--- src/rtl/cam_line_streamer.sv ---
// cam_line_streamer
//   Synthetic camera line transmitter. Each accepted start renders one scan
//   line holding a single rectangular object on a background.
//   Every output is a flop, and it changes on the edge that samples start.
//   The first pixel therefore appears in the cycle right after start was seen.
// Ports
//   clk, rst_n                      clock, asynchronous active-low reset
//   start                           line request (ignored while busy)
//   obj_center, obj_half_w          object window, latched on accepted start
//   obj_val, bg_val, sparse         intensities / mode, latched on accepted start
//   busy                            line in progress
//   line_done                       one-cycle completion pulse (state is IDLE)
//   valid_pixel, pixel_val, x_coord pixel stream (value/x are 0 when not valid)
//   end_of_line                     one-cycle line sync pulse
//   line_count                      lines completed, wraps at 16 bits
module cam_line_streamer #(
    parameter int LINE_W   = 640,
    parameter int XW       = 10,
    parameter int PW       = 8,
    parameter int GAP_PRE  = 1,
    parameter int GAP_POST = 1
) (
    input  logic          clk,
    input  logic          rst_n,
    input  logic          start,
    input  logic [XW-1:0] obj_center,
    input  logic [XW-1:0] obj_half_w,
    input  logic [PW-1:0] obj_val,
    input  logic [PW-1:0] bg_val,
    input  logic          sparse,
    output logic          busy,
    output logic          line_done,
    output logic          valid_pixel,
    output logic          end_of_line,
    output logic [PW-1:0] pixel_val,
    output logic [XW-1:0] x_coord,
    output logic [15:0]   line_count
);
    localparam int SW = XW + 2;
    localparam logic [XW-1:0] X_LAST = XW'(LINE_W - 1);

    typedef enum logic [2:0] {S_IDLE, S_PIX, S_GAP_A, S_EOL, S_GAP_B} state_t;

    // Zero-length gaps collapse the corresponding state out of the sequence.
    localparam state_t AFTER_PIX = (GAP_PRE  > 0) ? S_GAP_A : S_EOL;
    localparam state_t AFTER_EOL = (GAP_POST > 0) ? S_GAP_B : S_IDLE;

    state_t               state_q, state_d;
    logic [15:0]          cnt_q, cnt_d;
    logic signed [SW-1:0] lo_q, lo_d, hi_q, hi_d;
    logic                 win_q, win_d;
    logic                 sparse_q, sparse_d;
    logic [PW-1:0]        obj_q, obj_d, bg_q, bg_d;
    logic                 busy_q, busy_d, done_q, done_d, valid_q, valid_d, eol_q, eol_d;
    logic [PW-1:0]        pix_q, pix_d;
    logic [XW-1:0]        x_q, x_d;
    logic [15:0]          line_count_q, line_count_d;

    logic signed [SW-1:0] lo_s, hi_s, lo_c, hi_c;
    logic                 win_c;
    logic [XW-1:0]        nx, last_x;

    function automatic logic in_win(input logic [XW-1:0] x, input logic signed [SW-1:0] lo,
                                    input logic signed [SW-1:0] hi, input logic w);
        logic signed [SW-1:0] xs;
        xs = $signed({2'b00, x});
        return w && (xs >= lo) && (xs <= hi);
    endfunction

    // Window from the live inputs. The signed arithmetic is wide enough for
    // center+half_w-1 and for a negative center-half_w.
    always_comb begin
        lo_s  = $signed({2'b00, obj_center}) - $signed({2'b00, obj_half_w});
        hi_s  = $signed({2'b00, obj_center}) + $signed({2'b00, obj_half_w}) - $signed(SW'(1));
        lo_c  = (lo_s < $signed(SW'(0))) ? $signed(SW'(0)) : lo_s;
        hi_c  = (hi_s > $signed(SW'(LINE_W - 1))) ? $signed(SW'(LINE_W - 1)) : hi_s;
        win_c = (obj_half_w != '0) && (lo_c <= hi_c);
    end

    always_comb begin
        state_d      = state_q;
        cnt_d        = cnt_q;
        lo_d         = lo_q;
        hi_d         = hi_q;
        win_d        = win_q;
        sparse_d     = sparse_q;
        obj_d        = obj_q;
        bg_d         = bg_q;
        line_count_d = line_count_q;
        nx           = '0;
        last_x       = sparse_q ? hi_q[XW-1:0] : X_LAST;
        valid_d      = 1'b0;
        eol_d        = 1'b0;
        done_d       = 1'b0;
        pix_d        = '0;
        x_d          = '0;

        case (state_q)
            S_IDLE: begin
                if (start) begin
                    lo_d     = lo_c;
                    hi_d     = hi_c;
                    win_d    = win_c;
                    sparse_d = sparse;
                    obj_d    = obj_val;
                    bg_d     = bg_val;
                    cnt_d    = '0;
                    if (!sparse) begin
                        state_d = S_PIX;
                        nx      = '0;
                    end else if (win_c) begin
                        state_d = S_PIX;
                        nx      = lo_c[XW-1:0];
                    end else begin
                        state_d = AFTER_PIX;
                    end
                end
            end
            S_PIX: begin
                // The last x is always <= LINE_W-1, so the counter cannot wrap.
                if (x_q == last_x) begin
                    state_d = AFTER_PIX;
                    cnt_d   = '0;
                end else begin
                    nx = x_q + XW'(1);
                end
            end
            S_GAP_A: begin
                if (cnt_q == 16'(GAP_PRE - 1)) state_d = S_EOL;
                else                           cnt_d   = cnt_q + 16'd1;
            end
            S_EOL: begin
                state_d = AFTER_EOL;
                cnt_d   = '0;
            end
            S_GAP_B: begin
                if (cnt_q == 16'(GAP_POST - 1)) state_d = S_IDLE;
                else                            cnt_d   = cnt_q + 16'd1;
            end
            default: state_d = S_IDLE;
        endcase

        // Outputs are decoded from the state being entered, so they line up with it.
        if (state_d == S_PIX) begin
            valid_d = 1'b1;
            x_d     = nx;
            pix_d   = (sparse_d || in_win(nx, lo_d, hi_d, win_d)) ? obj_d : bg_d;
        end
        if (state_d == S_EOL) begin
            eol_d        = 1'b1;
            line_count_d = line_count_q + 16'd1;
        end
        if (state_d == S_IDLE && state_q != S_IDLE) done_d = 1'b1;
        busy_d = (state_d != S_IDLE);
    end

    always_ff @(posedge clk or negedge rst_n) begin
        if (!rst_n) begin
            state_q      <= S_IDLE;
            cnt_q        <= '0;
            lo_q         <= '0;
            hi_q         <= '0;
            win_q        <= 1'b0;
            sparse_q     <= 1'b0;
            obj_q        <= '0;
            bg_q         <= '0;
            busy_q       <= 1'b0;
            done_q       <= 1'b0;
            valid_q      <= 1'b0;
            eol_q        <= 1'b0;
            pix_q        <= '0;
            x_q          <= '0;
            line_count_q <= '0;
        end else begin
            state_q      <= state_d;
            cnt_q        <= cnt_d;
            lo_q         <= lo_d;
            hi_q         <= hi_d;
            win_q        <= win_d;
            sparse_q     <= sparse_d;
            obj_q        <= obj_d;
            bg_q         <= bg_d;
            busy_q       <= busy_d;
            done_q       <= done_d;
            valid_q      <= valid_d;
            eol_q        <= eol_d;
            pix_q        <= pix_d;
            x_q          <= x_d;
            line_count_q <= line_count_d;
        end
    end

    assign busy        = busy_q;
    assign line_done   = done_q;
    assign valid_pixel = valid_q;
    assign end_of_line = eol_q;
    assign pixel_val   = pix_q;
    assign x_coord     = x_q;
    assign line_count  = line_count_q;
endmodule

--- config.mk ---
export PLATFORM = sky130hd
export DESIGN_NAME = cam_line_streamer
export DESIGN_NICKNAME = d
export VERILOG_FILES = /design/src/rtl/cam_line_streamer.sv
export SDC_FILE = /design/constraint.sdc
export NUM_CORES = 1
export LEC_CHECK = 0
export BUFFER_PORTS_ARGS = -buffer_cell sky130_fd_sc_hd__buf_4
export CORE_MARGIN = 3
export CORE_UTILIZATION = 43
export CTS_BUF_LIST = sky130_fd_sc_hd__clkbuf_2
export CTS_CLUSTER_DIAMETER = 30
export CTS_CLUSTER_SIZE = 14
export DETAILED_ROUTE_END_ITERATION = 8
export GPL_ROUTABILITY_DRIVEN = 0
export HOLD_SLACK_MARGIN = 0.03
export SYNTH_ARGS = -nofsm -noshare
export SYNTH_HDL_FRONTEND = slang
export SYNTH_SLANG_ARGS = --single-unit
--- constraint.sdc ---
create_clock -name clk -period 11.9 [get_ports clk]
set_input_delay 0.595 -clock clk [delete_from_list [all_inputs] [get_ports clk]]
set_output_delay 0.595 -clock clk [all_outputs]
set_load 0.02 [all_outputs]
Word level (Yosys, flattened, before mapping)
Cells that the tools add are included.
Widths: inputs -> output; s select.
{"block": "totals", "regBits": 99, "inputBits": 40, "out_inout_bits": 38, "word_cells": 87}
{"block": "classes", "add_sub_neg": 6, "n_lt_le_gt_ge": 5, "eq_ne": 10, "n_mux": 37, "n_reduce_logical": 14}
{"cell": "$mux 12", "n": 6}
{"cell": "$pmux 16 s4", "n": 1}
{"cell": "$mux 10", "n": 6}
{"cell": "$mux 16", "n": 3}
{"cell": "$mux 8", "n": 6}
{"cell": "$add 16x1->16 const B", "n": 2}
{"cell": "$pmux 10 s2", "n": 1}
{"cell": "$logic_not 16->1", "n": 1}
{"cell": "$pmux 3 s5", "n": 1}
{"cell": "$ge 11x12->1", "n": 1}
{"cell": "$gt 12x11->1 const B", "n": 1}
{"cell": "$le 11x12->1", "n": 1}
{"cell": "$le 12x12->1", "n": 1}
{"cell": "$mux 3", "n": 4}
{"cell": "$sub 11x1->12 const B", "n": 1}
{"cell": "$add 10x10->11", "n": 1}
{"cell": "$lt 11x1->1 const B", "n": 1}
{"cell": "$sub 10x10->11", "n": 1}
{"cell": "$add 10x1->10 const B", "n": 1}
{"cell": "$eq 10x10->1", "n": 1}
{"cell": "$reduce_bool 10->1", "n": 1}
{"cell": "$eq 3x2->1 const B", "n": 3}
{"cell": "$mux 1", "n": 7}
{"cell": "$eq 3x1->1 const B", "n": 2}
{"cell": "other kinds (10)", "n": 18}

Longest topological paths before layout
{"block": "depth", "ltp_word": 16, "depth_mapped": 30, "depth_no_buf": 28}

Worst setup path after synthesis
OpenSTA, ideal clock, no wires.
{"block": "synth_path", "path_kind": "input port to flip-flop", "start": "input port obj_half_w[6]", "end": "register pix_q[0] (netlist: pixel_val[0])", "setup_ns": 0.124, "arrival_ns": 6.016, "required_ns": 11.776, "path_slack_ns": 5.759, "cell_stages": 30, "n_path_buf": 3, "path_cell_list": "inv_1 ha_1 inv_1 ha_1 buf_2 a21o_1 or3_1 o221a_2 o311a_1 o31ai_1 o21ai_0 a21oi_1 ha_1 nor2b_1 o211ai_1 a21oi_1 o21ai_0 and3_1 and3_1 buf_2 o2bb2ai_1 ha_1 a21o_1 a2111oi_0 nand4_1 o21bai_1 o21a_1 o221a_2 buf_4 mux2i_1"}
{"block": "synth_between", "elab_chain_cells": 16, "word_cells_on_any_way": 32, "cone_classes": "add/sub: 3; order compare: 5; eq/ne: 1; mux: 18; reduce/logical: 5"}
{"item": "start: declaration", "line_no": "27", "text": "input logic [XW-1:0] obj_half_w,"}
{"item": "$add 10x10->11", "line_no": "74", "text": "hi_s = $signed({2'b00, obj_center}) + $signed({2'b00, obj_half_w}) - $signed(SW'(1));"}
{"item": "$sub 11x1->12", "line_no": "74"}
{"item": "$gt 12x11->1", "line_no": "76", "text": "hi_c = (hi_s > $signed(SW'(LINE_W - 1))) ? $signed(SW'(LINE_W - 1)) : hi_s;"}
{"item": "$mux 12", "line_no": "76"}
{"item": "$le 12x12->1", "line_no": "77", "text": "win_c = (obj_half_w != '0) && (lo_c <= hi_c);"}
{"item": "$logic_and 1x1->1", "line_no": "77"}
{"item": "$mux 10", "line_no": "111", "text": "end else if (win_c) begin"}
{"item": "$mux 10", "line_no": "108", "text": "if (!sparse) begin"}
{"item": "$mux 10", "line_no": "100", "text": "if (start) begin"}
{"item": "$pmux 10 s2", "line_no": "98", "text": "case (state_q)"}
{"item": "$ge 11x12->1", "line_no": "67", "text": "return w && (xs >= lo) && (xs <= hi);"}
{"item": "$logic_and 1x1->1 (2 in series)", "line_no": "67"}
{"item": "$logic_or 1x1->1", "line_no": "147", "text": "pix_d = (sparse_d || in_win(nx, lo_d, hi_d, win_d)) ? obj_d : bg_d;"}
{"item": "$mux 8", "line_no": "147"}
{"item": "$mux 8 (*)", "line_no": "144", "text": "if (state_d == S_PIX) begin"}
{"item": "named net pix_d[0]", "line_no": "55", "text": "logic [PW-1:0] pix_q, pix_d;"}
{"item": "end signal: assignment", "line_no": "187", "text": "pix_q <= pix_d;"}
{"item": "end: declaration", "line_no": "55"}
The timed path passes the listed nets; every way through them passes the cells marked *.
A chain may end at the register's enable or synchronous reset.

Worst setup path after layout
{"block": "layout_path", "start": "input port obj_center[0]", "end": "register pix_q[3] (netlist: pixel_val[3])"}
{"block": "layout_between", "elab_chain_cells": 16, "word_cells_on_any_way": 31, "cone_classes": "add/sub: 3; order compare: 5; eq/ne: 1; mux: 18; reduce/logical: 4"}
{"item": "start: declaration", "line_no": "26", "text": "input logic [XW-1:0] obj_center,"}
{"item": "$add 10x10->11", "line_no": "74"}
{"item": "$sub 11x1->12", "line_no": "74"}
{"item": "$gt 12x11->1", "line_no": "76"}
{"item": "$mux 12", "line_no": "76"}
{"item": "$le 12x12->1", "line_no": "77"}
{"item": "$logic_and 1x1->1", "line_no": "77"}
{"item": "$mux 10", "line_no": "111"}
{"item": "$mux 10", "line_no": "108"}
{"item": "$mux 10", "line_no": "100"}
{"item": "$pmux 10 s2", "line_no": "98"}
{"item": "$ge 11x12->1", "line_no": "67"}
{"item": "$logic_and 1x1->1 (2 in series)", "line_no": "67"}
{"item": "$logic_or 1x1->1", "line_no": "147"}
{"item": "$mux 8", "line_no": "147"}
{"item": "$mux 8 (*)", "line_no": "144"}
{"item": "named net pix_d[3]", "line_no": "55"}
Marked as above.

==> metrics.cfg <==
[run_status]
status=finished, final reports clean

[pwr]
powerDensity_nw_per_um2=166
p_leak_nw=3.71
ir_worst_vdd_mv=0.0750

[routing]
met2_length_mm=9.00
wl_met3_um=738
num_vias=6256
wl_met1_mm=8.51
drt_iter0_drc=314
drc_errors=0
wl_per_cell_um=17.0
postRouteAntennaNets=0
firstDrtPassIters=5
dr.max_layer_used=met4
viasPerCell=5.68
routed_wl_mm=18.7

[timing]
hold_slack_ns=0.184
max_freq_ghz=0.154
rsz0062_at_grt=no
slew_headroom_pct=25.3
finalCritPeriodShare_pct=54.5
setup_viol=0
finalSetupTns_ns=0
period_needed_ns=6.48
fin_skew_ns=0.0256
tightest_slew_ns=1.12
hold_violations=0
final_max_slew_viol_count=0

[setup_path]
worstSetupPathType=in2reg
critPathMaxFanout=17
cp.arrival_ns=7.03
worst_r2r_path_depth=15
worstSetupStartpointType=input port
cp.required_ns=12.44
endpoint_kind=flop

[yosys]
synth_edf_count=0
synth_seq_area_share_pct=34.7
ys_types=70
syn-num-nets=926
syn_avg_cell_area_um2=8.68
yosys_warnings=0
syn_area_um2=7140
syn_inst=822
async_flop_share_pct=100
synth_seq_cells=99
synth_ff_type=dfrtp_1

[placed_design]
dp.final_hpwl_mm=14.5
io_buffers=77

[worst_hold_path]
hold_depth=3
hold_class=in2reg

[cts]
cts.sinks=99
htree_levels=3
clk-insertion-delay-late_ns=0.61
cts_root_buf=clkbuf_2
cts_tree=built
clkTransAtPathRegs_ns=0.27
cts_buffer_depth=2
cts_buffers=9

[layout]
layout.nets=983
area_growth_pct=11.5
drive_gt1_share_pct=12.4
layout_common_cells=107 x nand2_1, 99 x dfrtp_1, 80 x buf_4, 63 x ha_1, 55 x inv_1
final_common_cell=nand2_1

[global_routing]
grt.total_usage_pct=20.9
grt_max_degree=71
globalRoute.totalOverflow=0
antenna_found_initial=1
grt_pass1_wl_mm=30.7
grt_pass1_vias=6097

[floorplan]
dieArea_um2=18200
core_area_um2=16100
fp.dieH_um=135
io_pins=78
initial_utilization_pct=44.4
fp.dieW_um=135
row_count=46

[run]
max-cap-violations=0

-- sequential cells by signal, indices dropped and copies added (netlist names) --
| signal | cells |
|---|---|
| pixel_val | 8 |
| bg_q | 8 |
| end_of_line | 1 |
| line_count | 16 |
| cnt_q | 16 |
| hi_q | 12 |
| obj_q | 8 |
| state_q | 3 |
| valid_pixel | 1 |
| line_done | 1 |
| lo_q | 12 |
| x_coord | 10 |
| win_q | 1 |
| busy | 1 |
| sparse_q | 1 |
-- cells in the mapped netlist (11+ instances only) --
library cell    n  area, um2
nand2_1       107        402
dfrtp_1        99       2480
ha_1           63        788
inv_1          55        206
nor2_1         52        195
a21oi_1        40        200
o21ai_0        35        175
nand3_1        34        170
xnor2_1        27        236
clkbuf_1       23       86.3
nand4_1        19        119
o31ai_1        16        120
xor2_1         15        131
and3_1         13       81.3
o2bb2ai_1      12        105
and2_1         11       68.8
nand2b_1       11       68.8
or3_1          11       68.8
-- logic make-up after synthesis --
kind of cell | after synthesis | synth area share, %
buf+inv | 90 | 5.28
mux | 9 | 1.28
simple gates | 320 | 22.7
compound gates | 198 | 19.5
fa+ha+maj | 64 | 11.3
xor+xnor | 42 | 5.16
flops | 99 | 34.7
-- what timing repair did --
action / CTS / global route
hold buffers: 1 / 0
endpoints found under the setup margin: 0 / 0
buffers inserted: 0 / 0
gates resized for setup: 0 / 0
hold endpoints to repair: 29 / 0
-- through the flow --
step	worst slack (ns)	cells	utilization (%)	power, mW	instance area, um2
2_1_floorplan	5.76	822	-	0.976	7140
3_3_place_gp	5.18	1083	48.9	1.16	7850
3_5_place_dp	4.92	1083	48.9	1.17	7850
4_1_cts	5.59	1100	49.5	1.33	7960
5_1_grt	4.89	1101	49.6	1.43	7960
6_report	5.42	1101	49.6	1.32	7960
-- power breakdown --
| group | switching (mW) | internal, mW | total [mW] |
|---|---|---|---|
| Combinational | 0.393 | 0.282 | 0.675 |
| Sequential | 0.0723 | 0.424 | 0.496 |
| Clock | 0.121 | 0.0291 | 0.150 |
| Total | 0.587 | 0.735 | 1.32 |
-- critical path: stages --
cell and delay (ns):
buf_4 0.11, inv_1 0.08, ha_1 0.18, inv_1 0.06
fa_1 0.38, nor2b_1 0.16, o2111ai_1 0.33, a311oi_1 0.16
o21a_1 0.24, nor2_1 0.85, nor2_1 0.24, ha_1 0.37
nand4_1 0.14, o32a_1 0.37, o21ai_0 0.10, and3_1 0.29
and3_1 0.42, o2bb2ai_1 0.21, ha_1 0.30, a21o_1 0.18
a2111oi_0 0.41, nand4_1 0.13, o21bai_1 0.17, o21a_1 0.11
o221a_2 0.22, mux2i_1 0.21
-- final timing paths --
path,from,endpoint,slack (ns)
worst max-delay path,obj_center[0],pixel_val[3],5.42
worst min-delay path,obj_val[1],obj_q[1],0.18
worst max register to register,sparse_q,pixel_val[3],7.40
worst min register to register,line_count[15],line_count[15],0.49
max in group asynchronous,rst_n,lo_q[9],10.27
min in group asynchronous,rst_n,cnt_q[5],0.39
-- final cells by class --
cell class	instances	area, um2
fill	1544	8100
multi-input combinational	633	4290
sequential	99	2480
timing repair buffer	81	611
tap	216	270
inverter	55	206
clock inverter	7	55.1
clock buffer	9	45.0
antenna	1	2.50
-- routing by layer --
layer,vias to the layer above,GRT usage (%)
li1,3085,-
met1,3000,27.8
met2,142,34.9
met3,29,3.50
met4,0,6.79
met5,-,0
No activity file was read; power rests on OpenSTA's default activity.
